===== config.mk =====
export PLATFORM = sky130hd
export DESIGN_NAME = ql_al4s3b_cell_macro
export DESIGN_NICKNAME = d
export VERILOG_FILES = /design/src/rtl/ql_al4s3b_cell_macro.sv
export SDC_FILE = /design/constraint.sdc
export NUM_CORES = 1
export LEC_CHECK = 0
export CORE_AREA = 2 2 39 41
export CTS_CLUSTER_DIAMETER = 50
export DETAILED_ROUTE_END_ITERATION = 10
export DIE_AREA = 0 0 41 43
export SLEW_MARGIN = 10
export SYNTH_ARGS = -nofsm -noshare
export SYNTH_HDL_FRONTEND = slang
export SYNTH_SLANG_ARGS = --single-unit

===== constraint.sdc =====
create_clock -name clk -period 2.36 [get_ports clk]
set_input_delay 0.236 -clock clk [delete_from_list [all_inputs] [get_ports clk]]
set_output_delay 0.236 -clock clk [all_outputs]
set_load 0.01 [all_outputs]

===== src/rtl/ql_al4s3b_cell_macro.sv =====
// EOS S3 fabric clock/reset macro: two even dividers with per-domain resets.
// Optional slow demo clock compiled in with QL_SLOW_CLK_EN.
module ql_clk_div #(
  parameter int DIV = 2
) (
  input  logic clk,
  input  logic rst_n,
  input  logic run,
  output logic dclk,
  output logic drst
);
  localparam int HALF = DIV / 2;
  localparam int W = (HALF > 1) ? $clog2(HALF) : 1;
  localparam logic [W-1:0] TERM = W'(HALF - 1);

  logic [W-1:0] cnt;
  logic         term;

  assign term = (cnt == TERM);

  always_ff @(posedge clk or negedge rst_n) begin
    if (!rst_n) begin
      cnt  <= '0;
      dclk <= 1'b0;
    end else if (!run) begin
      cnt  <= '0;
      dclk <= 1'b0;
    end else if (term) begin
      cnt  <= '0;
      dclk <= ~dclk;
    end else begin
      cnt <= cnt + W'(1);
    end
  end

  // Domain reset drops on the edge that makes the first rising clock edge.
  always_ff @(posedge clk or negedge rst_n) begin
    if (!rst_n)
      drst <= 1'b1;
    else if (run && term && !dclk)
      drst <= 1'b0;
  end
endmodule

module ql_al4s3b_cell_macro #(
  parameter int CLK0_DIV        = 2,
  parameter int CLK1_DIV        = 4,
  parameter int RST_SYNC_STAGES = 2,
  parameter int TICK_COUNT      = 40000000
) (
  input  logic clk,
  input  logic rst_n,
  output logic Sys_Clk0,
  output logic Sys_Clk0_Rst,
  output logic Sys_Clk1,
  output logic Sys_Clk1_Rst
`ifdef QL_SLOW_CLK_EN
  ,
  output logic Slow_Clk
`endif
);
  logic [RST_SYNC_STAGES-1:0] sync;
  logic                       run;

  always_ff @(posedge clk or negedge rst_n) begin
    if (!rst_n)
      sync <= '0;
    else
      sync <= {sync[RST_SYNC_STAGES-2:0], 1'b1};
  end

  assign run = sync[RST_SYNC_STAGES-1];

  ql_clk_div #(.DIV(CLK0_DIV)) u_div0 (
    .clk   (clk),
    .rst_n (rst_n),
    .run   (run),
    .dclk  (Sys_Clk0),
    .drst  (Sys_Clk0_Rst)
  );

  ql_clk_div #(.DIV(CLK1_DIV)) u_div1 (
    .clk   (clk),
    .rst_n (rst_n),
    .run   (run),
    .dclk  (Sys_Clk1),
    .drst  (Sys_Clk1_Rst)
  );

`ifdef QL_SLOW_CLK_EN
  localparam int SW = (TICK_COUNT > 0) ? $clog2(TICK_COUNT + 1) : 1;
  localparam logic [SW-1:0] STERM = SW'(TICK_COUNT);

  logic [SW-1:0] scnt;

  always_ff @(posedge clk or negedge rst_n) begin
    if (!rst_n) begin
      scnt     <= '0;
      Slow_Clk <= 1'b0;
    end else if (!run) begin
      scnt     <= '0;
      Slow_Clk <= 1'b0;
    end else if (scnt == STERM) begin
      scnt     <= '0;
      Slow_Clk <= ~Slow_Clk;
    end else begin
      scnt <= scnt + SW'(1);
    end
  end
`endif
endmodule


**Word level (Yosys, flattened, before mapping)**

Index checks and enable logic that the tools add are counted.
Widths: inputs -> output; s select.

- Equality and inequality tests: 2
- Bitwise logic cells: 3
- Mux-type cells: 8
- Reductions and logical operators: 6
- Add/subtract/negate cells: 2

Operators by type and width:

| operator | count |
|---|---|
| $mux 1 | 8 |
| $logic_and 1x1->1 | 4 |
| $not 1->1 | 3 |
| $add 1x1->1 const B | 2 |
| $logic_not 1->1 | 2 |
| $ne 2x1->1 const B | 1 |
| $ne 2x2->1 const B | 1 |

- Input port bits: 2
- Output and inout bits: 4
- Bits in registers: 8
- Logic and storage cells: 28

**Depth between registers and ports, before layout**

Gate-level depths: netlist (run 1).

- Depth after elaboration: 3
- Depth in mapped cells: 2
- Mapped depth without buffers: 2

**By module**

A second synthesis (run 1) with hierarchy kept.

- Cell total of the unflattened synthesis: 15
- Area, all modules: 245.2 µm²

By module, submodules not included:

| module | area an instance (µm²) | instances | cells each |
|---|---|---|---|
| ql_clk_div at u_div1 | 117.6 | 1 | 8 |
| ql_clk_div at u_div0 | 73.8 | 1 | 4 |
| ql_al4s3b_cell_macro | 53.8 | 1 | 3 |

**Least setup slack after synthesis (run 1)**

OpenSTA, ideal clock, no wires.

- Path type: register to register
- Start point: register u_div1.dclk
- End point: register u_div1.dclk
- Library setup time: 0.119 ns
- Arrival time: 0.719 ns
- Setup slack: 1.522 ns
- Period minus slack after synthesis: 0.838 ns
- Required time: 2.241 ns
- Cell stages (with the launch flop): 3
- Path through: dfrtp_1 nor2b_1 o21a_1

- Longest elaborated chain between the ends: 3

RTL lines:

| item | RTL line | source |
|---|---|---|
| start: declaration | 9 | `output logic dclk,` |
| start signal: assignment | 30 | `dclk <= ~dclk;` |
| $not 1->1 | 30 |  |
| $mux 1 | 28 | `end else if (term) begin` |
| $mux 1 | 25 | `end else if (!run) begin` |

No other way between the ends. The select of a mux whose other input is x is not followed.
A chain may end at the register's enable or synchronous reset.

**Worst setup path after layout (run 1)**

- Start point: register u_div0.drst
- End point: output Sys_Clk0_Rst

RTL lines:

| item | RTL line | source |
|---|---|---|
| start: declaration | 10 | `output logic drst` |
| start signal: assignment | 39 | `drst <= 1'b1;` |
| start signal: assignment | 41 | `drst <= 1'b0;` |
| end: declaration | 54 | `output logic Sys_Clk0_Rst,` |

No word-level cell between the ends.

==> impl_metrics.tcl, run 1 <==
set metrics [dict create \
    first_iter_violations 0 \
    path_clk_slew_ns 0.05 \
    synth_top_area_share_pct 52.6 \
    syn_inst 15 \
    hold_viol 0 \
    first_global_vias 163 \
    overflow 0 \
    vias_per_cell 3.50 \
    die_w_um 41 \
    avgSynthCellArea_sq_um 15.8 \
    crit_slowest_cell "clkdlybuf4s50_1" \
    vdd_ir_drop_max_mv 0.195 \
    fmax_mhz 652 \
    max_cap_violations 0 \
    reg2regPathDepth 2 \
    r2r_start "u_div1.dclk$_DFFE_PN0P_" \
    finClkSkew_ns 0.000768 \
    io_pins 6 \
    mappedNetlistNets 17 \
    cp_cell_sequence "clkdlybuf4s50_1" \
    gp_congestion 0.561 \
    hold_slack_ns 0.245 \
    yosys.area.top_type "dfrtp_1" \
    die_area_sq_um 1760 \
    p_seq_share_pct 51.7 \
    setup_tns_ns 0 \
    power_density_nw_per_um2 755 \
    clkPwrFrac_pct 41.5 \
    io_buffers 5 \
    path_max_fanout 2 \
    antenna_found_initial 0 \
    crit_required_ns 2.12 \
    final_nets 27 \
    cp_top_family "buffers and inverters" \
    finalSetupViolations 0 \
    num_rows 14 \
    cts_tree "built" \
    core_area_sq_um 1380 \
    antenna_left 0 \
    p_int_mw 0.200 \
    swShare_pct 20.6 \
    multi_input_area_sq_um 60.1 \
    h-tree-depth 1 \
    cts_root_buf "clkbuf_4" \
    worstSetupPathType "flip-flop to primary output" \
    synth_area_sq_um 238 \
    cts_setup_buffers 0 \
    fin_crit_ns 1.53 \
    post_dp_cell_area_sq_um 308 \
    end_kind "primary output" \
    synth_cell_type_count 8 \
    power_leakage_nw 0.142 \
    globalRouteTotalUtil_pct 6.30 \
    rr_endpoint "u_div1.dclk$_DFFE_PN0P_" \
    cts_resized 0 \
    wirelength_um 378 \
    wl_per_cell_um 9.45 \
    fillers 144 \
    grt_pass1_wl_um 648 \
    final_cells 40 \
    fin_area_sq_um 334 \
    regArea_sq_um 178 \
    dp_hpwl_um 301 \
    post-route-drc-count 0 \
    status "finished, final reports clean" \
    comb_power_share_pct 6.8 \
    cts_made_buffers 3 \
    cts_max_path_buffers 2 \
    p_sw_mw 0.0519 \
    clkLatencyLatePin_ns 0.24 \
    cts.hold.buffers_added 0 \
    drive_gt1_share_pct 29.2 \
    drv_slew 0 \
    grt_max_degree 8 \
    layout_common_cells "clkdlybuf4s50_1, dfrtp_1, nor2b_1, clkbuf_4, dfstp_2" \
    diodes 0 \
    grt_setup_unrepaired "no" \
    vias 140 \
    fp.dieH_um 43 \
    arrival_ns 1.30 \
    crit_buf_inv 1 \
    synth.area.top_cells "dfrtp_1, dfstp_2, nor2b_1" \
    ff2ff_setup_slack_ns 1.52 \
    dp.cells 36 \
    yosysSeqAreaShare_pct 74.7 \
    cpPeakStageDelay_ns 0.53 \
    startpoint_type "flip-flop" \
    cts.sinks 7 \
    ys_seq_elements 7 \
    first_pass_iters 1 \
    yosysWarnings 0 \
    area_growth_pct 40.5 \
    initial_core_util_pct 17.2 \
    hp-class "input port to asynchronous set/reset pin" \
    period_share_pct 65.0 \
]
## through the flow
stage          utilization, %  setup slack (ns)  total power [mW]
4_1_cts                  24.1             0.810             0.259
6_report                 24.1             0.826             0.252
5_1_grt                  24.1             0.790             0.268
3_5_place_dp             22.2              1.09             0.150
2_1_floorplan               -              1.52             0.139
3_3_place_gp             22.2              1.09             0.148
## layout make-up
class	count	share of cell area [%]
sequential	7	53.2
multi-input combinational	8	18.0
timing repair buffer	5	15.0
clock buffer	4	7.87
tap	16	5.99
## power groups by stage
stage	combinational, mW	clock, mW	sequential (mW)
after floorplan	0.00625	0	0.133
after global placement	0.0163	0	0.131
after detailed placement	0.0177	0	0.132
after CTS	0.0177	0.111	0.130
after global routing	0.0188	0.118	0.131
final	0.0172	0.105	0.130
## flip-flops by register name, summed over array words and instances (netlist names)
register,count
u_div0.dclk,1
u_div1.cnt,1
u_div1.dclk,1
u_div1.drst,1
sync,2
u_div0.drst,1
## synth_stat cells
master / number
nor2b_2: 1
nor2b_1: 3
dfrtp_1: 5
nor2b_4: 1
a21boi_1: 1
conb_1: 1
dfstp_2: 2
o21a_1: 1
## kinds of logic (layout without fill, tap and decap cells)
| family | after synthesis | count (layout) | synth area share (%) |
|---|---|---|---|
| DFF | 7 | 7 | 74.7 |
| AOI/OAI and AO/OA | 2 | 2 | 6.32 |
| buffers and inverters | 0 | 9 | 0 |
| other | 1 | 1 | 1.58 |
| and+or+nand+nor | 5 | 5 | 17.4 |
## how the worst max path moves through the flow
| stage | from | to | cells after the start |
|---|---|---|---|
| after floorplan | u_div1.dclk$_DFFE_PN0P_ | u_div1.dclk$_DFFE_PN0P_ | 2 |
| after global placement | u_div0.drst$_DFFE_PN1P_ | Sys_Clk0_Rst | 1 |
| after detailed placement | u_div0.drst$_DFFE_PN1P_ | Sys_Clk0_Rst | 1 |
| after CTS | u_div0.drst$_DFFE_PN1P_ | Sys_Clk0_Rst | 1 |
| after global routing | u_div0.drst$_DFFE_PN1P_ | Sys_Clk0_Rst | 1 |
| final | u_div0.drst$_DFFE_PN1P_ | Sys_Clk0_Rst | 1 |
## per-layer routing
layer	global-route usage [%]	vias to the layer above	wire length [um]
met5	0	-	0
met4	6.00	0	0
met3	4.71	0	39
met2	7.81	8	171
met1	6.35	68	167
li1	-	64	-
No activity file was read; power rests on OpenSTA's default activity.
==> run 2: changes to the inputs <==
- clock period: 2.36 -> 1.3 ns (I/O delays scaled with it)
==> impl_metrics.tcl, run 2 (synthesis gave the netlist of run 1 again) <==
set metrics [dict create \
    reg2regPathDepth 2 \
    vdd_ir_drop_max_mv 0.352 \
    crit_required_ns 1.17 \
    dp_hpwl_um 301 \
    hold_viol 0 \
    path_clk_slew_ns 0.05 \
    drive_gt1_share_pct 29.2 \
    path_max_fanout 2 \
    rr_endpoint "u_div1.dclk$_DFFE_PN0P_" \
    post-route-drc-count 0 \
    cts_made_buffers 3 \
    globalRouteTotalUtil_pct 6.30 \
    die_w_um 41 \
    fillers 146 \
    wl_per_cell_um 9.50 \
    finClkSkew_ns 0.000768 \
    io_buffers 5 \
    swShare_pct 20.7 \
    hp-class "input port to asynchronous set/reset pin" \
    die_area_sq_um 1760 \
    vias 140 \
    diodes 0 \
    drv_slew 0 \
    initial_core_util_pct 17.2 \
    p_total_mw 0.455 \
    power_leakage_nw 0.167 \
    finalSetupViolations 0 \
    max_cap_violations 0 \
    cts_max_path_buffers 2 \
    antenna_left 0 \
    cp_cell_sequence "dlygate4sd2_1" \
    worstSetupPathType "flip-flop to primary output" \
    overflow 0 \
    cts_setup_buffers 0 \
    final_nets 27 \
    comb_power_share_pct 6.4 \
    wirelength_um 380 \
    crit_slowest_cell "dfstp_2" \
    gp_congestion 0.561 \
    antenna_found_initial 0 \
    ff2ff_setup_slack_ns 0.47 \
    vias_per_cell 3.50 \
    largest_reg_flops 2 \
    power_density_nw_per_um2 1370 \
    cpPeakStageDelay_ns 0.52 \
    p_int_mw 0.361 \
    cts_tree "built" \
    max_flop_register "sync" \
    crit_buf_inv 1 \
    clkLatencyLatePin_ns 0.24 \
    fp.dieH_um 43 \
    grt_setup_unrepaired "no" \
    p_sw_mw 0.0941 \
    io_pins 6 \
    arrival_ns 1.03 \
    r2r_start "u_div1.dclk$_DFFE_PN0P_" \
    end_kind "primary output" \
    layout_common_cells "dfrtp_1, nor2b_1, clkbuf_4, dlygate4sd2_1, dfstp_2" \
    first_global_vias 163 \
    final_common_cell "dfrtp_1" \
    cts.hold.buffers_added 0 \
    clkPwrFrac_pct 41.7 \
    grt_pass1_wl_um 648 \
    first_iter_violations 0 \
    cts_root_buf "clkbuf_4" \
    period_share_pct 89.2 \
    core_area_sq_um 1380 \
    cp_top_family "flip-flops" \
    h-tree-depth 1 \
    setup_tns_ns 0 \
    area_growth_pct 40.0 \
    fin_crit_ns 1.16 \
    status "finished, final reports clean" \
    num_rows 14 \
    startpoint_type "flip-flop" \
    first_pass_iters 1 \
    fmax_mhz 863 \
    grt_max_degree 8 \
    cts.sinks 7 \
    cts_resized 3 \
    p_seq_share_pct 51.9 \
]
run 2: cell types whose count changed in the layout (fill, tap and decap cells not counted):
cell             before  now
clkdlybuf4s50_1       5    1
dlygate4sd2_1         0    3
dlymetal6s2s_1        0    1
run 2: per-layer routing:
metal | wire, um | track usage (%)
met1 | 160 | 6.35
met2 | 172 | 7.81
met3 | 47 | 4.71
met4 | 0 | 6.00
met5 | 0 | 0
run 2: power groups by stage:
stage	logic, mW	registers (mW)	clock network [mW]
2_1_floorplan	0.0113	0.241	0
3_3_place_gp	0.0296	0.238	0
3_5_place_dp	0.0320	0.240	0
4_1_cts	0.0305	0.236	0.201
5_1_grt	0.0319	0.237	0.215
6_report	0.0290	0.236	0.190
run 2: per-stage QoR:
step / cells / setup slack (ns) / util (%) / area, sq um / hold WS (ns)
2_1_floorplan: 15 / 0.462 / - / 238 / -0.166
3_3_place_gp: 36 / 0.134 / 22.2 / 308 / 0.332
3_5_place_dp: 36 / 0.136 / 22.2 / 308 / 0.339
4_1_cts: 40 / 0.00547 / 23.9 / 330 / 0.144
5_1_grt: 40 / 0.104 / 24.1 / 333 / 0.155
6_report: 40 / 0.141 / 24.1 / 333 / 0.139
run 2: worst reg2reg max path: cells and delay by family (launching register included):
kind	cells	cell delay (ns)
AOI/OAI and AO/OA	1	0.17
DFF	1	0.41
and+or+nand+nor	1	0.15
run 2: cell type report:
class,instances,area (sq um),share of cell area (%)
Sequential cell,7,178,53.4
Multi-Input combinational cell,8,60.1,18.0
Timing Repair Buffer,5,48.8,14.7
Clock buffer,4,26.3,7.89
Tap cell,16,20.0,6.02
run 2: worst max-delay path by stage:
stage / cells past startpoint / slack, ns / endpoint / startpoint
after floorplan: 2 / 0.46 / u_div1.dclk$_DFFE_PN0P_ / u_div1.dclk$_DFFE_PN0P_
after global placement: 1 / 0.13 / Sys_Clk0_Rst / u_div0.drst$_DFFE_PN1P_
after detailed placement: 1 / 0.14 / Sys_Clk0_Rst / u_div0.drst$_DFFE_PN1P_
after CTS: 1 / 0.005 / Sys_Clk0 / u_div0.dclk$_DFF_PN0_
after global routing: 1 / 0.10 / Sys_Clk0_Rst / u_div0.drst$_DFFE_PN1P_
final: 1 / 0.14 / Sys_Clk0_Rst / u_div0.drst$_DFFE_PN1P_
